## src/rtl/serial_adder_pkg.sv

```systemverilog
// Shared state encoding for the bit-serial adder sequencer.
package serial_adder_pkg;

   localparam int ST_W = 2;

   typedef enum logic [ST_W-1:0] {
      ST_IDLE  = 2'd0,
      ST_SHIFT = 2'd1,
      ST_DONE  = 2'd2
   } state_t;

endpackage

```

## src/rtl/full_adder_cell.sv

```systemverilog
// Combinational 1-bit full adder used as the serial adder's arithmetic core.
module full_adder_cell (
   input  logic x,
   input  logic y,
   input  logic cin,
   output logic s,
   output logic co
);

   assign s  = x ^ y ^ cin;
   assign co = (x & y) | (x & cin) | (y & cin);

endmodule

```

## src/rtl/serial_adder.sv

```systemverilog
// Bit-serial WIDTH-bit adder: LSB-first, one bit per clock, registered carry.
// Optional macro SERIAL_ADDER_SUB_EN adds a 'sub' input for a - b.
module serial_adder
   import serial_adder_pkg::*;
#(
   parameter int WIDTH = 8
) (
   input  logic             clk,
   input  logic             rst,
`ifdef SERIAL_ADDER_SUB_EN
   input  logic             sub,
`endif
   input  logic             in_valid,
   output logic             in_ready,
   input  logic [WIDTH-1:0] a,
   input  logic [WIDTH-1:0] b,
   output logic             out_valid,
   input  logic             out_ready,
   output logic [WIDTH-1:0] sum,
   output logic             cout
);

   localparam int CNT_W = $clog2(WIDTH);
   localparam logic [CNT_W-1:0] CNT_LAST = CNT_W'(WIDTH - 1);

   state_t             state_q;
   state_t             state_d;
   logic [WIDTH-1:0]   a_sh;
   logic [WIDTH-1:0]   b_sh;
   logic [WIDTH-1:0]   sum_r;
   logic [CNT_W-1:0]   cnt;
   logic               carry;
   logic               cout_r;
   logic               out_valid_r;
   logic               fa_s;
   logic               fa_co;
   logic [WIDTH-1:0]   b_load;
   logic               carry_load;

   full_adder_cell u_fa (
      .x   (a_sh[0]),
      .y   (b_sh[0]),
      .cin (carry),
      .s   (fa_s),
      .co  (fa_co)
   );

   // Subtraction is a + ~b + 1: invert b and seed the carry at load time.
`ifdef SERIAL_ADDER_SUB_EN
   assign b_load     = sub ? ~b : b;
   assign carry_load = sub;
`else
   assign b_load     = b;
   assign carry_load = 1'b0;
`endif

   assign in_ready  = (state_q == ST_IDLE);
   assign out_valid = out_valid_r;
   assign sum       = sum_r;
   assign cout      = cout_r;

   always_ff @(posedge clk) begin
      if (rst) state_q <= ST_IDLE;
      else     state_q <= state_d;
   end

   always_comb begin
      state_d = state_q;
      case (state_q)
         ST_IDLE:  if (in_valid)        state_d = ST_SHIFT;
         ST_SHIFT: if (cnt == CNT_LAST) state_d = ST_DONE;
         ST_DONE:  if (out_ready)       state_d = ST_IDLE;
         default:                       state_d = ST_IDLE;
      endcase
   end

   always_ff @(posedge clk) begin
      if (rst) begin
         a_sh        <= '0;
         b_sh        <= '0;
         sum_r       <= '0;
         cnt         <= '0;
         carry       <= 1'b0;
         cout_r      <= 1'b0;
         out_valid_r <= 1'b0;
      end else begin
         case (state_q)
            ST_IDLE: begin
               if (in_valid) begin
                  a_sh  <= a;
                  b_sh  <= b_load;
                  carry <= carry_load;
                  cnt   <= '0;
               end
            end
            ST_SHIFT: begin
               sum_r <= {fa_s, sum_r[WIDTH-1:1]};
               a_sh  <= {1'b0, a_sh[WIDTH-1:1]};
               b_sh  <= {1'b0, b_sh[WIDTH-1:1]};
               carry <= fa_co;
               cnt   <= cnt + 1'b1;
               if (cnt == CNT_LAST) begin
                  out_valid_r <= 1'b1;
                  cout_r      <= fa_co;
               end
            end
            ST_DONE: begin
               if (out_ready) out_valid_r <= 1'b0;
            end
            default: ;
         endcase
      end
   end

endmodule

```

## config.mk

```make
export PLATFORM = sky130hd
export DESIGN_NAME = serial_adder
export DESIGN_NICKNAME = d
export VERILOG_FILES = /design/src/rtl/serial_adder_pkg.sv /design/src/rtl/full_adder_cell.sv /design/src/rtl/serial_adder.sv
export SDC_FILE = /design/constraint.sdc
export NUM_CORES = 1
export LEC_CHECK = 0
export CAP_MARGIN = 10
export CORE_ASPECT_RATIO = 0.8
export CORE_UTILIZATION = 45
export CTS_BUF_LIST = sky130_fd_sc_hd__clkbuf_4
export DETAILED_ROUTE_END_ITERATION = 8
export HOLD_SLACK_MARGIN = 0.1
export PLACE_DENSITY_LB_ADDON = 0.15
export SETUP_SLACK_MARGIN = 0.5
export SYNTH_ARGS = -nofsm -noshare
export SYNTH_HDL_FRONTEND = slang
export SYNTH_SLANG_ARGS = --single-unit
```

## constraint.sdc

```tcl
create_clock -name clk -period 1.19 [get_ports clk]
set_clock_uncertainty 0.15 [all_clocks]
set_input_delay 0.238 -clock clk [delete_from_list [all_inputs] [get_ports clk]]
set_output_delay 0.238 -clock clk [all_outputs]
set_load 0.05 [all_outputs]
```

# Word level (Yosys, flattened, before mapping)
# Cells that the tools add are included.
dict set report word_totals {
  regBits 32
  inputBits 20
  out_inout_bits 11
  word_cells 44
}
dict set report classes {
  addsub 1
  eq_ne 6
  muxes 15
  bitwise 7
  n_reduce_logical 7
}
# op count
set ops {}
lappend ops {{8-bit one-hot mux with 2 select lines} 2}
lappend ops {{8-bit 2-to-1 mux} 2}
lappend ops {{2-bit 2-to-1 mux} 3}
lappend ops {{2-bit != test (second input constant)} 3}
lappend ops {{2-bit one-hot mux with 3 select lines} 1}
lappend ops {{3-bit one-hot mux with 2 select lines} 1}
lappend ops {{3-bit AND reduction} 2}
lappend ops {{1-bit one-hot mux with 2 select lines} 2}
lappend ops {{2-bit AND reduction} 2}
lappend ops {{2-bit nonzero test} 2}
lappend ops {{3-bit by 1-bit adder with 3-bit output (second input constant)} 1}
lappend ops {{1-bit AND} 3}
lappend ops {{3-bit equality test (second input constant)} 1}
lappend ops {{1-bit 2-to-1 mux} 3}
lappend ops {{3-bit 2-to-1 mux} 1}
lappend ops {{2-bit by 1-bit equality test with 1-bit output (second input constant)} 1}
lappend ops {{2-bit equality test (second input constant)} 1}
lappend ops {{2-bit zero test} 1}
lappend ops {{1-bit OR} 2}
lappend ops {{1-bit bitwise XOR} 2}

# Logic depth before layout (Yosys ltp)
dict set report logic_depth {
  ltp_word 4
  ltp_mapped 6
  ltp_nobuf 5
}

# Cells and area by module
# From an unflattened synthesis, not the netlist that was laid out.
dict set report unflattened {
  hier_cells 145
  area_unflattened_um2 1393.8
}
# module n_inst cells_per_inst area_each_um2
set by_module_without_submodules {}
lappend by_module_without_submodules {serial_adder 1 144 1373.8}
lappend by_module_without_submodules {full_adder_cell 1 1 20.0}

# Worst setup path after synthesis
# Ideal clock, no wire load.
dict set report synth_path {
  path_kind {reg2reg}
  from {register state_q[0]}
  to {register a_sh[1]}
  arrival_ns 1.318
  setup_slack_ns -0.396
  stages_incl_launch_ff 6
  path_cell_list {dfxtp_1 buf_6 nor2_4 nand2_1 buf_2 o221a_2}
}
dict set report synth_via {
  elab_chain_len 3
}
# element line
set synth_rtl {}
lappend synth_rtl {{start, declared} serial_adder.sv:26} ;# state_t state_q;
lappend synth_rtl {{start signal, assigned} serial_adder.sv:64} ;# else state_q <= state_d;
lappend synth_rtl {{2-bit zero test (*)} --}
lappend synth_rtl {{net in_ready} serial_adder.sv:14} ;# output logic in_ready,
lappend synth_rtl {{2-bit != test (no source line) / 2-bit nonzero test (equally long branches)} --}
lappend synth_rtl {{2-bit AND reduction (no source line)} --}
lappend synth_rtl {{end signal, assigned} serial_adder.sv:98} ;# a_sh <= {1'b0, a_sh[WIDTH-1:1]};
lappend synth_rtl {{end, declared} serial_adder.sv:28} ;# logic [WIDTH-1:0] a_sh;
# Mark *: on every way through the listed nets, which the timed path passes. The rest lies on a longest branch.
# A chain may end at the register's enable or synchronous reset.

# Worst setup path after layout
dict set report layout_path {
  from {register state_q[1]}
  to {output port in_ready}
}
dict set report layout_via {
  elab_chain_len 1
}
# element line
set layout_rtl {}
lappend layout_rtl {{2-bit zero test} serial_adder.sv:57} ;# assign in_ready = (state_q == ST_IDLE);
lappend layout_rtl {{end, declared} serial_adder.sv:14}
# Every way passes these cells.

==> impl_metrics.toml <==
[status]
outcome = "finished, violations left"
violations = "setup timing"

[clock_tree]
htree_levels = 2
numCtsBuffers = 5
cts_num_sinks = 32
cts_tree = "yes"
cts_root_buffer = "clkbuf_4"
clk_pin_slew_ns = 0.10
insertion_delay_ns = 0.34
cts_buffer_depth = 2

[global_route]
grt_max_degree = 24
grt_pass1_vias = 1407
antenna_found_initial = 0
overflow = 0
grt_pass1_wl_mm = 6.52
gr-usage-all-layers_pct = 27.3

[placement]
postPlaceCellArea_mm2 = 0.00197
port_buffers = 30
place.gp.congestion = 0.730
post-place-cells = 216
detailed_place_hpwl_mm = 2.12

[power]
ir_worst_vdd_mv = 0.699
p_leak_uw = 0.00101
p_per_area_mw_per_mm2 = 968

[floorplanning]
core_mm2 = 0.00281
die-width_um = 63.2
start_util_pct = 48.0
rows = 17
die_area_mm2 = 0.00322
ios = 31
die_h_um = 51.0

[yosys]
yosysUniqueCellTypes = 26
synth.area.top_cells = "dfxtp_1 (47%), a21oi_1 (6.7%), o221a_2 (6.7%), o221a_1 (5.0%), nand2_1 (4.7%)"
postSynthCellCount = 142
yosysTopAreaCell = "dfxtp_1"
yosysWarningCount = 0
synth_nets = 165
synth.top_cell.area_share_pct = 47.5
synth-seq-cells = 32
ys_seq_area_share_pct = 47.5
avgSynthCellArea_um2 = 9.50
syn-cell-area_mm2 = 0.00135

[routing]
drc_errors = 0
via_per_inst = 5.50
firstDrtPassIters = 4
drt_iter0_markers = 50
ant_nets = 0
dr_total_vias = 1353
wl_per_cell_um = 18.4
wl_mm = 4.53

[sta]
slew_headroom_pct = 73.0
clock.fmax_mhz = 646
finalWorstSetupSlack_ns = -0.358
period_share_pct = 130
hold_viol_final = 0
tightestPinTransition_ns = 0.404
fin_setup_tns_ns = -9.53
finalSetupViolCount = 43
drv_slew = 0
period_needed_ns = 1.55
rsz0062_at_grt = "yes"

[layout]
layout_commonest_cell = "buf_4"
layout.filler_cells = 120
mostFrequentLayoutCells = "buf_4 (21), dfxtp_1 (20), a21oi_2 (19), clkdlybuf4s50_1 (19), inv_1 (15)"
layout-drive-gt1-share_pct = 57.7
fin_area_mm2 = 0.00250
antenna_cells = 0
regArea_um2 = 681
multi_input_area_um2 = 842
nNetsFinal = 230
syn2layout_area_growth_pct = 85.4
finalNonFillerCells = 246

[setup_path]
slowest_delay_ns = 0.34
cp_slowest_cell = "dfxtp_2"
arrival_ns = 1.16
cp_max_fo = 2
crit_required_ns = 0.80
cp_num_buf_inv = 3
crit_top_cell = "buf_6"
crit_family = "buffers and inverters"
path_class = "reg2out"
worstPathCellList = "buf_6 > nor2_4 > buf_6 > buf_12"
end_kind = "output port"
start_kind = "register"

[flow_run]
drv_cap = 0

[worst_hold_path]
hold_path_class = "reg2reg"
## per-stage QoR
| step | hold WS, ns | total power, uW | utilization, % | setup WS [ns] |
|---|---|---|---|---|
| final | 0.359 | 2420 | 89.1 | -0.358 |
| after global routing | 0.396 | 2510 | 89.1 | -0.399 |
| after CTS | 0.345 | 2320 | 84.4 | -0.328 |
| after detailed placement | 0.328 | 1570 | 70.2 | -0.930 |
| after global placement | 0.321 | 1550 | 70.2 | -0.905 |
| after floorplan | 0.254 | 1410 | - | -0.351 |
## per-layer routing
| layer | share of wire (%) | GRT usage, % | vias to the layer above | routed length (um) |
|---|---|---|---|---|
| met5 | 0 | 0 | - | 0 |
| met4 | 2.5 | 14.0 | 0 | 114 |
| met3 | 5.2 | 6.92 | 12 | 237 |
| met2 | 50 | 48.6 | 54 | 2260 |
| met1 | 42 | 30.4 | 654 | 1930 |
| li1 | - | - | 633 | - |
## cells in the mapped netlist
cell / n
buf_4: 2
nor2_1: 11
nor2b_1: 1
a2bb2oi_1: 1
buf_2: 3
o21ai_0: 1
o221a_1: 6
fa_1: 1
o221a_2: 8
clkbuf_1: 2
nor2_4: 1
nand2b_1: 2
a21oi_2: 6
mux2i_1: 1
a211oi_1: 1
a32oi_1: 2
buf_6: 2
dfxtp_1: 32
buf_12: 1
nand3_1: 1
ha_1: 2
inv_1: 15
a22oi_1: 4
o21bai_1: 1
nand2_1: 17
a21oi_1: 18
## sequential cells by signal (all words and copies together), names as in the netlist
signal	flops
out_valid	1
carry	1
b_sh	8
state_q	2
sum	8
a_sh	8
cnt	3
cout	1
## layout make-up
cell class / count / area share [%]
Clock buffer: 7 / 2.10
Clock inverter: 1 / 0.150
Inverter: 15 / 2.25
Multi-Input combinational cell: 85 / 33.7
Sequential cell: 32 / 27.2
Tap cell: 38 / 1.90
Timing Repair Buffer: 68 / 32.7
## tightest hold or removal path, delay by kind of cell, from the launching register on
family	cells	cell delay, ns
flops	1	0.34
simple gates	1	0.08
compound gates	1	0.06
## path summary, 6_finish.rpt
kind | startpoint | end | slack [ns] | cells past startpoint
worst max-delay path | state_q[1]$_SDFFE_PP0P_ | in_ready | -0.36 | 4
worst min register to register | a_sh[7]$_SDFFE_PP0P_ | a_sh[7]$_SDFFE_PP0P_ | 0.36 | 2
worst min-delay path | a_sh[7]$_SDFFE_PP0P_ | a_sh[7]$_SDFFE_PP0P_ | 0.36 | 2
worst max register to register | state_q[0]$_SDFFE_PP0P_ | b_sh[0]$_SDFFE_PP0P_ | -0.33 | 7
## power by group
group          switching, uW  internal [uW]  leakage, uW
sequential              43.0           1110     0.000271
combinational            282            324     0.000702
clock                    390            273    0.0000338
total                    715           1710      0.00101
## kinds of logic (layout without fill, tap and decap cells)
logic type | count (synthesis) | in the layout | share of synthesized area [%]
and+or+nand+nor | 33 | 33 | 10.4
adders and majority gates | 3 | 3 | 3.34
muxes | 1 | 1 | 0.742
AOI/OAI and AO/OA | 48 | 48 | 27.9
DFF | 32 | 32 | 47.5
buffers and inverters | 25 | 91 | 10.1
## timing repair
action                     in CTS  in global routing
pin swaps                      12                 26
gates resized for setup        35                 31
gates cloned                    2                  0
hold buffers                    0                  0
setup endpoints to repair      43                 43
setup buffers                  20                  0
No activity file was read; power rests on OpenSTA's default activity.
